`src/rtl/bcd_counter_ctrl.sv`:
```
// N-digit BCD up/down counter with run/pause/done control, tick divider,
// preset load and a timed terminal-count buzzer.
module bcd_counter_ctrl #(
    parameter int unsigned DIGITS      = 4,
    parameter int unsigned CLK_HZ      = 50_000_000,
    parameter int unsigned TICK_HZ     = 1,
    parameter int unsigned WRAP        = 1,
    parameter int unsigned BUZZ_CYCLES = 25_000_000
) (
    input  logic                  clk_50MHz,
    input  logic                  reset_button,
    input  logic                  start_p,
    input  logic                  stop_p,
    input  logic                  load_p,
    input  logic                  clear_p,
    input  logic                  updown,
    input  logic [4*DIGITS-1:0]   load_bcd,
    output logic [4*DIGITS-1:0]   bcd,
    output logic                  running,
    output logic                  done,
    output logic                  tick,
    output logic                  buzzer
);

    localparam int unsigned W        = 4 * DIGITS;
    localparam int unsigned P_RAW    = CLK_HZ / TICK_HZ;
    localparam int unsigned P        = (P_RAW > 0) ? P_RAW : 1;
    localparam int unsigned DIV_W    = (P > 1) ? $clog2(P) : 1;
    localparam int unsigned BUZZ_W   = (BUZZ_CYCLES > 1) ? $clog2(BUZZ_CYCLES + 1) : 1;
    localparam logic [DIV_W-1:0]  DIV_LAST  = DIV_W'(P - 1);
    localparam logic [BUZZ_W-1:0] BUZZ_LOAD = BUZZ_W'(BUZZ_CYCLES);

    typedef enum logic [1:0] {
        S_IDLE  = 2'd0,
        S_RUN   = 2'd1,
        S_PAUSE = 2'd2,
        S_DONE  = 2'd3
    } state_t;

    state_t              state_q, state_d;
    logic [W-1:0]        bcd_q, bcd_d;
    logic [DIV_W-1:0]    div_q, div_d;
    logic [BUZZ_W-1:0]   timer_q, timer_d;
    logic                running_q, done_q, tick_q, buzzer_q;
    logic                step;
    logic                terminal;
    logic                hold_done;

    // BCD increment with ripple carry; all-9s rolls to 0
    function automatic logic [W-1:0] bcd_inc(input logic [W-1:0] v);
        logic [W-1:0] r;
        logic         c;
        r = v;
        c = 1'b1;
        for (int i = 0; i < int'(DIGITS); i++) begin
            if (c) begin
                if (v[4*i +: 4] == 4'd9) begin
                    r[4*i +: 4] = 4'd0;
                end else begin
                    r[4*i +: 4] = v[4*i +: 4] + 4'd1;
                    c           = 1'b0;
                end
            end
        end
        return r;
    endfunction

    // BCD decrement with ripple borrow; 0 rolls to all-9s
    function automatic logic [W-1:0] bcd_dec(input logic [W-1:0] v);
        logic [W-1:0] r;
        logic         b;
        r = v;
        b = 1'b1;
        for (int i = 0; i < int'(DIGITS); i++) begin
            if (b) begin
                if (v[4*i +: 4] == 4'd0) begin
                    r[4*i +: 4] = 4'd9;
                end else begin
                    r[4*i +: 4] = v[4*i +: 4] - 4'd1;
                    b           = 1'b0;
                end
            end
        end
        return r;
    endfunction

    function automatic logic [W-1:0] bcd_saturate(input logic [W-1:0] v);
        logic [W-1:0] r;
        r = v;
        for (int i = 0; i < int'(DIGITS); i++) begin
            if (v[4*i +: 4] > 4'd9) r[4*i +: 4] = 4'd9;
        end
        return r;
    endfunction

    function automatic logic all_digits(input logic [W-1:0] v, input logic [3:0] d);
        logic same;
        same = 1'b1;
        for (int i = 0; i < int'(DIGITS); i++) begin
            if (v[4*i +: 4] != d) same = 1'b0;
        end
        return same;
    endfunction

    // State and datapath registers; outputs are registered from next-state values
    always_ff @(posedge clk_50MHz) begin
        if (!reset_button) begin
            state_q   <= S_IDLE;
            bcd_q     <= '0;
            div_q     <= '0;
            timer_q   <= '0;
            running_q <= 1'b0;
            done_q    <= 1'b0;
            tick_q    <= 1'b0;
            buzzer_q  <= 1'b0;
        end else begin
            state_q   <= state_d;
            bcd_q     <= bcd_d;
            div_q     <= div_d;
            timer_q   <= timer_d;
            running_q <= (state_d == S_RUN);
            done_q    <= (state_d == S_DONE);
            tick_q    <= (state_d == S_RUN) && (div_d == DIV_LAST);
            buzzer_q  <= (timer_d != '0);
        end
    end

    // Next-state: only the highest-priority pulse (clear > load > stop > start) acts
    always_comb begin
        state_d   = state_q;
        bcd_d     = bcd_q;
        div_d     = div_q;
        timer_d   = (timer_q != '0) ? (timer_q - BUZZ_W'(1)) : '0;
        step      = (state_q == S_RUN) && (div_q == DIV_LAST);
        terminal  = 1'b0;
        hold_done = 1'b0;

        if (clear_p) begin
            state_d = S_IDLE;
            bcd_d   = '0;
            div_d   = '0;
            timer_d = '0;
        end else if (load_p) begin
            bcd_d = bcd_saturate(load_bcd);
            div_d = '0;
            if (state_q == S_DONE) state_d = S_PAUSE;
        end else begin
            if (state_q == S_RUN) begin
                div_d = step ? '0 : (div_q + DIV_W'(1));
            end

            if (step) begin
                terminal = updown ? all_digits(bcd_q, 4'd9) : all_digits(bcd_q, 4'd0);
                if (terminal) timer_d = BUZZ_LOAD;
                if (terminal && (WRAP == 0)) begin
                    hold_done = 1'b1;
                    state_d   = S_DONE;
                end else begin
                    bcd_d = updown ? bcd_inc(bcd_q) : bcd_dec(bcd_q);
                end
            end

            if (!hold_done) begin
                case (state_q)
                    S_IDLE, S_PAUSE: begin
                        if (start_p && !stop_p) begin
                            state_d = S_RUN;
                            div_d   = '0;
                        end
                    end
                    S_RUN: begin
                        if (stop_p) state_d = S_PAUSE;
                    end
                    S_DONE: begin
                        state_d = S_DONE;
                    end
                    default: begin
                        state_d = S_IDLE;
                    end
                endcase
            end
        end
    end

    assign bcd     = bcd_q;
    assign running = running_q;
    assign done    = done_q;
    assign tick    = tick_q;
    assign buzzer  = buzzer_q;

endmodule

```
`config.mk`:
```
export PLATFORM = sky130hd
export DESIGN_NAME = bcd_counter_ctrl
export DESIGN_NICKNAME = d
export VERILOG_FILES = /design/src/rtl/bcd_counter_ctrl.sv
export SDC_FILE = /design/constraint.sdc
export NUM_CORES = 1
export LEC_CHECK = 0
export BUFFER_PORTS_ARGS = -buffer_cell sky130_fd_sc_hd__buf_2
export CORE_MARGIN = 2
export CORE_UTILIZATION = 35
export CTS_CLUSTER_SIZE = 16
export DETAILED_ROUTE_END_ITERATION = 6
export PLACE_DENSITY = 0.56
export REMOVE_ABC_BUFFERS = 1
export SYNTH_ARGS = -nofsm -noshare
export SYNTH_HDL_FRONTEND = slang
export SYNTH_SLANG_ARGS = --single-unit
```
`constraint.sdc`:
```
create_clock -name clk_50MHz -period 2.7 [get_ports clk_50MHz]
set_input_delay 0.675 -clock clk_50MHz [delete_from_list [all_inputs] [get_ports clk_50MHz]]
set_output_delay 0.675 -clock clk_50MHz [all_outputs]
set_load 0.01 [all_outputs]
```
==> results of run 1 <==
worst register-to-register path, stage by stage, from the launching register on:
cell	delay (ns)
dfxtp_1	0.34
inv_1	0.08
ha_1	0.16
or3b_1	0.38
or4_4	0.56
nor4_4	0.29
buf_4	0.19
nand2b_1	0.11
a21oi_1	0.06
o21ai_0	0.19
o211ai_1	0.13
cell families (layout without fill, tap and decap cells):
kind of cell	after synthesis	count (layout)	synth area share
xor gates and xnor gates	52	52	0.1034
muxes	5	5	0.01136
and+or+nand+nor	274	274	0.3139
AOI/OAI and AO/OA	127	127	0.1824
adders and majority gates	2	2	0.005681
DFF	73	73	0.3318
buffers and inverters	55	107	0.05142
worst paths after layout:
path / startpoint / endpoint / slack (ns)
worst min-delay path: div_q[25]$_SDFF_PN0_ / div_q[25]$_SDFF_PN0_ / 0.54
worst max register to register: timer_q[1]$_SDFF_PN0_ / buzzer$_SDFF_PN0_ / 0.08
worst max-delay path: timer_q[1]$_SDFF_PN0_ / buzzer$_SDFF_PN0_ / 0.08
worst min register to register: div_q[25]$_SDFF_PN0_ / div_q[25]$_SDFF_PN0_ / 0.54
cells in the final DEF (no fill, tap or decap), types with 7 or more instances in the layout:
master and count:
nand2_1 34, nand2b_1 9, buf_4 36, xor2_1 25, nand3_1 27, o21a_1 14
a211oi_1 11, inv_1 13, xnor2_1 27, nor2_1 102, a21oi_1 37, nor4_1 15
nand4_1 12, dfxtp_1 73, or3_1 8, a31oi_1 7, clkbuf_16 9, o21ai_0 27
and2_1 7, nor3_1 20, buf_2 42
cells in the mapped netlist, types with 6 or more instances:
master,instances,share of area
xor2_1,25,0.050
or3_1,8,0.011
a31oi_1,7,0.0099
buf_2,6,0.0068
nand2b_1,9,0.013
nor2_1,102,0.087
and2_1,7,0.0099
nand4_1,12,0.017
o21a_1,14,0.024
nor4_1,17,0.024
inv_1,13,0.011
nand3_1,28,0.032
nand2_1,34,0.029
nor3_1,20,0.023
a211oi_1,11,0.019
o21ai_0,27,0.031
a21oi_1,37,0.042
dfxtp_1,73,0.33
xnor2_1,27,0.054
clkbuf_1,31,0.026
state kept, by name, summed over array words and instances (netlist names):
signal / flops
div_q: 26
timer_q: 25
bcd: 16
state_q: 2
buzzer: 1
done: 1
running: 1
tick: 1
through the flow:
step           utilization  power (mW)  cells
2_1_floorplan            -       3.114    547
3_5_place_dp        0.4034       3.766    791
6_report            0.4301       5.035    808
4_1_cts             0.4256       4.921    804
3_3_place_gp        0.4034       3.733    791
5_1_grt             0.4301       5.412    808
timing repair:
action,4_1_cts,5_1_grt
setup endpoints to repair,3,22
pin swaps,1,3
cloned,0,1
buffers inserted,0,3
gates resized for setup,0,6
routing by layer:
layer / wire length, um / global-route usage / vias to the layer above
li1: - / - / 2175
met1: 5396 / 0.2385 / 2044
met2: 5526 / 0.2889 / 83
met3: 431 / 0.03010 / 15
met4: 172 / 0.06587 / 0
met5: 0 / 0 / -
report_power, final:
| part | internal, mW | total [mW] | switching (mW) | leakage, nW |
|---|---|---|---|---|
| Combinational | 1.17 | 2.45 | 1.28 | 1.18 |
| Clock | 0.682 | 1.12 | 0.439 | 0.134 |
| Sequential | 1.25 | 1.47 | 0.213 | 0.592 |
cell type report:
class	count	area (sq um)
inverter	14	52.55
fill	1249	6930
clock buffer	13	270.3
multi-input combinational	460	2734
tap	168	210.2
timing repair buffer	80	503.0
sequential	73	1461
==> results.txt, run 1 <==
fmax = 381.9 MHz
DR iter-0 viols = 180
maximum level of the CTS H-tree = 3
setup_tns = 0 ns
IO Count = 43
Slew Limit Fails = 0
Layout Nets = 663
Post-synth ARST share = 0
Synth Warn # = 0
CP max-delay cell = or4_4
cells after synthesis = 588
diodes inserted = 0
Worst-Margin Slew = 0.6817 ns
Final WS setup = 0.08120 ns
worst path arrival time = 2.83 ns
Netlist Area Pre-Place = 4404 sq um
Pleak = 1.901 nW
clk buf depth = 2
via count = 4,317
Crit Path Max Fanout = 5
Final setup violation count = 0
Seq/Total Area, Yosys = 0.3318
TritonCTS buffer count = 9
#FFs+latches synth = 73
final WL = 11,530 um
top_reg_cell synth = dfxtp_1
Hold/Removal Path Class = reg -> reg
fin area = 5231 sq um
max_slew headroom = 0.5413
Synth cell types = 62
R2R cell count = 10
status = finished, final reports clean
Starting Density = 0.3621
TritonCTS clock tree = built
Std-Cell Rows = 40
number of synthesized flops with an enable pin = 0
hold_buf cts = 0
dpl hpwl = 8199 um
final hold slack = 0.5398 ns
wire length per cell = 14.26 um
first-pass GRT wire length = 19,240 um
skew final = 0.007836 ns
layout cells sized above 1 = 0.1641
largest net degree at the start of global routing = 27
Crit path depth = 10
maxcap violations = 0
crit-path cells = inv_1 > ha_1 > or3b_1 > or4_4 > nor4_4 > buf_4 > nand2b_1 > a21oi_1 > o21ai_0 > o211ai_1
Mapped Avg Cell Area = 7.490 sq um
clk_lat worst skew = 0.34 ns
GRT Resource Usage Total = 0.1779
Reg clk slew, reported paths = 0.05 ns
vias per cell = 5.343
Hold Path Cell Cnt = 2
total clock sinks = 73
pre-CTS setup slack = 0.01779 ns
Top Family by Delay on Critical Path = simple AND/OR/NAND/NOR gates
Area Overhead vs Synth = 18.78%
crit start category = flip-flop
minimum clock period = 2.619 ns
antenna viol nets, final = 0
Final period util = 0.9699
grt ovf = 0
drt pass-1 iters = 5
count of buffers from port buffering = 42
DIE AREA = 13,500 sq um
Final Wtd Congestion = 0.8738
Crit Path Class = reg -> reg
Worst Path Buf+Inv = 2
number of global-route vias before repair = 4,028
Pwr per Cell Area = 962.5 nW/um^2
die width = 116.2 um
clock root buffer = clkbuf_16
Largest stage delay, worst path = 0.56 ns
antenna violations before repair = 0
Worst Path Required = 2.91 ns
crit end category = flip-flop
Core Box Area = 12,160 sq um
DP Area = 4906 sq um
final hold vios = 0
peak supply drop = 0.7876 mV
die height = 116.2 um
# DRC = 0
No activity file was read; power rests on OpenSTA's default activity.
==> run 2: changes to the inputs <==
--- a/config.mk
+++ b/config.mk
@@ -10,7 +10,7 @@
 export CORE_UTILIZATION = 35
 export CTS_CLUSTER_SIZE = 16
 export DETAILED_ROUTE_END_ITERATION = 6
-export PLACE_DENSITY = 0.56
+export PLACE_DENSITY = 0.54
 export REMOVE_ABC_BUFFERS = 1
 export SYNTH_ARGS = -nofsm -noshare
 export SYNTH_HDL_FRONTEND = slang
==> constraint.sdc (replaced) <==
create_clock -name clk_50MHz -period 2.9 [get_ports clk_50MHz]
set_input_delay 0.725 -clock clk_50MHz [delete_from_list [all_inputs] [get_ports clk_50MHz]]
set_output_delay 0.725 -clock clk_50MHz [all_outputs]
set_load 0.01 [all_outputs]
==> run 2 against run 1 <==
Against the previous run:
- combinational power decreased by 15%
- register-to-register slack better by 0.14 ns
- core utilization down 0.98 points
- routed wire length down 4.5%
- clock skew down 0.0018 ns
- clock power shrank 11%
- count of clock-buffer cells in the layout decreased by 1
- critical path depth rose by 1
- total power shrank 12%
- global-route usage fell by 0.38 points
- sequential power is 7% lower
- non-clock buffer count decreased by 13
- critical path type unchanged
- largest cell class unchanged
- largest power group unchanged
==> results.txt, run 2 (same netlist as run 1, synthesis figures left out) <==
Worst-Margin Slew = 0.5781 ns (was 0.6817 ns)
Crit Path Class = reg -> reg (unchanged)
grt ovf = 0 (unchanged)
via count = 4,214 (was 4,317)
placed cells = 782 (was 791)
Final setup violation count = 0 (unchanged)
Crit Path Max Fanout = 11 (was 5)
crit-path cells = inv_1 > ha_1 > or3b_1 > or4_4 > nor4_4 > buf_4 > nand2_2 > o21bai_2 > buf_6 > nor2_1 > o21a_1 (was inv_1 > ha_1 > or3b_1 > or4_4 > nor4_4 > buf_4 > nand2b_1 > a21oi_1 > o21ai_0 > o211ai_1)
Hold/Removal Path Class = reg -> reg (unchanged)
CP max-delay cell = or4_4 (unchanged)
worst path arrival time = 2.91 ns (was 2.83 ns)
Starting Density = 0.3621 (unchanged)
crit start category = flip-flop (unchanged)
Worst Path Required = 3.13 ns (was 2.91 ns)
maxcap violations = 0 (unchanged)
max FFs per register = 26 (unchanged)
cts repair resizes = 0 (unchanged)
hold_sp = timer_q[24]$_SDFF_PN0_ (was div_q[25]$_SDFF_PN0_)
Slew Limit Fails = 0 (unchanged)
hold_buf cts = 0 (unchanged)
diodes inserted = 0 (unchanged)
layout cells sized above 1 = 0.1447 (was 0.1641)
largest net degree at the start of global routing = 27 (unchanged)
setup_tns = 0 ns (unchanged)
RSZ-0062 raised after global routing = no
die width = 116.2 um (unchanged)
Pwr per Cell Area = 871.4 nW/um^2 (was 962.5 nW/um^2)
die height = 116.2 um (unchanged)
DP Area = 4838 sq um (was 4906 sq um)
clock root buffer = clkbuf_16 (unchanged)
Pleak = 1.830 nW (was 1.901 nW)
Layout Nets = 650 (was 663)
TritonCTS buffer count = 9 (unchanged)
clk_lat worst skew = 0.34 ns (about the same)
post-CTS setup buffers = 0 (unchanged)
dpl hpwl = 7922 um (was 8199 um)
antenna violations before repair = 0 (unchanged)
drt pass-1 iters = 4 (was 5)
Std-Cell Rows = 40 (unchanged)
clk buf depth = 2 (unchanged)
status = finished, final reports clean (unchanged)
IO Count = 43 (unchanged)
fin cells = 797 (was 808)
crit end category = flip-flop (unchanged)
final hold vios = 0 (unchanged)
maximum level of the CTS H-tree = 3 (unchanged)
Reg clk slew, reported paths = 0.05 ns (about the same)
commonest cells after routing, fill and taps aside = nor2_1 (102), dfxtp_1 (73), buf_2 (42) (unchanged)
DR iter-0 viols = 299 (was 180)
Final Wtd Congestion = 0.8452 (was 0.8738)
DIE AREA = 13,500 sq um (unchanged)
most common cell after layout, fill and taps aside = nor2_1 (unchanged)
final WL = 11,010 um (was 11,530 um)
fin area = 5112 sq um (was 5231 sq um)
Largest stage delay, worst path = 0.59 ns (was 0.56 ns)
skew final = 0.006026 ns (was 0.007836 ns)
fillers = 1,241 (was 1,249)
total clock sinks = 73 (unchanged)
# DRC = 0 (unchanged)
Area Overhead vs Synth = 16.08% (was 18.78%)
peak supply drop = 0.7876 mV (about the same)
CP startpoint = timer_q[0]$_SDFF_PN0_ (was timer_q[1]$_SDFF_PN0_)
number of global-route vias before repair = 3,797 (was 4,028)
vias per cell = 5.287 (was 5.343)
TritonCTS clock tree = built (unchanged)
Final period util = 0.9226 (was 0.9699)
minimum clock period = 2.675 ns (was 2.619 ns)
Pwr Total = 4.455 mW (was 5.035 mW)
fmax = 373.8 MHz (was 381.9 MHz)
count of buffers from port buffering = 42 (unchanged)
antenna viol nets, final = 0 (unchanged)
max_slew headroom = 0.6111 (was 0.5413)
first-pass GRT wire length = 18,710 um (was 19,240 um)
Most flops, register = div_q (unchanged)
GRT Resource Usage Total = 0.1741 (was 0.1779)
wire length per cell = 13.82 um (was 14.26 um)
worst r2r src = timer_q[0]$_SDFF_PN0_ (was timer_q[1]$_SDFF_PN0_)
Core Box Area = 12,160 sq um (unchanged)
## run 2: cell count changes in the layout (fill, tap and decap cells not counted)
cell	delta
clkinv_2	+2
clkbuf_8	-2
nand3_2	-1
nor4_2	-1
nor4_1	+1
buf_4	-12
nand3_1	+1
buf_6	-1
clkbuf_1	+1
clkinvlp_4	+1
## run 2: per-layer routing
metal	up-vias	wire length [um]	GRT usage
met5	-	0	0
met4	0	139	0.05556
met3	12	395	0.04100
met2	59	4793	0.2577
met1	1985	5683	0.2503
li1	2158	-	-
## run 2: layout make-up
cell class	instances	area, sq um	share of cell area
tap	168	210.2	0.04112
timing repair buffer	67	401.6	0.07856
clock inverter	3	17.52	0.003426
inverter	14	52.55	0.01028
multi-input combinational	460	2723	0.5326
clock buffer	12	246.5	0.04821
sequential	73	1461	0.2859
## run 2: power breakdown
group / leakage (nW) / switching [mW] / internal [mW] / total (mW)
Combinational: 1.11 / 1.11 / 0.970 / 2.08
Sequential: 0.592 / 0.207 / 1.17 / 1.37
Clock: 0.128 / 0.406 / 0.594 / 1.00
Total: 1.83 / 1.72 / 2.73 / 4.45
## run 2: stage by stage
stage	hold slack (ns)	utilization	worst slack, ns
global route	0.5511	0.4204	0.002362
detailed placement	0.4973	0.3978	0.1882
floorplan	0.4551	-	0.1040
CTS	0.5054	0.4195	0.1717
global placement	0.4746	0.3978	0.2182
finish	0.5064	0.4204	0.2245
## run 2: worst paths after layout
path,slack (ns),cells past startpoint,end
max,0.22,11,timer_q[19]$_SDFF_PN0_
min,0.51,2,timer_q[24]$_SDFF_PN0_
max reg2reg,0.22,11,timer_q[19]$_SDFF_PN0_
min reg2reg,0.51,2,timer_q[24]$_SDFF_PN0_
## run 2: critical path: cells and delay by family (launching register included)
family,cells,cell delay (ns)
compound gates,2,0.30
simple gates,5,1.33
buf+inv,3,0.43
fa+ha+maj,1,0.16
flops,1,0.35
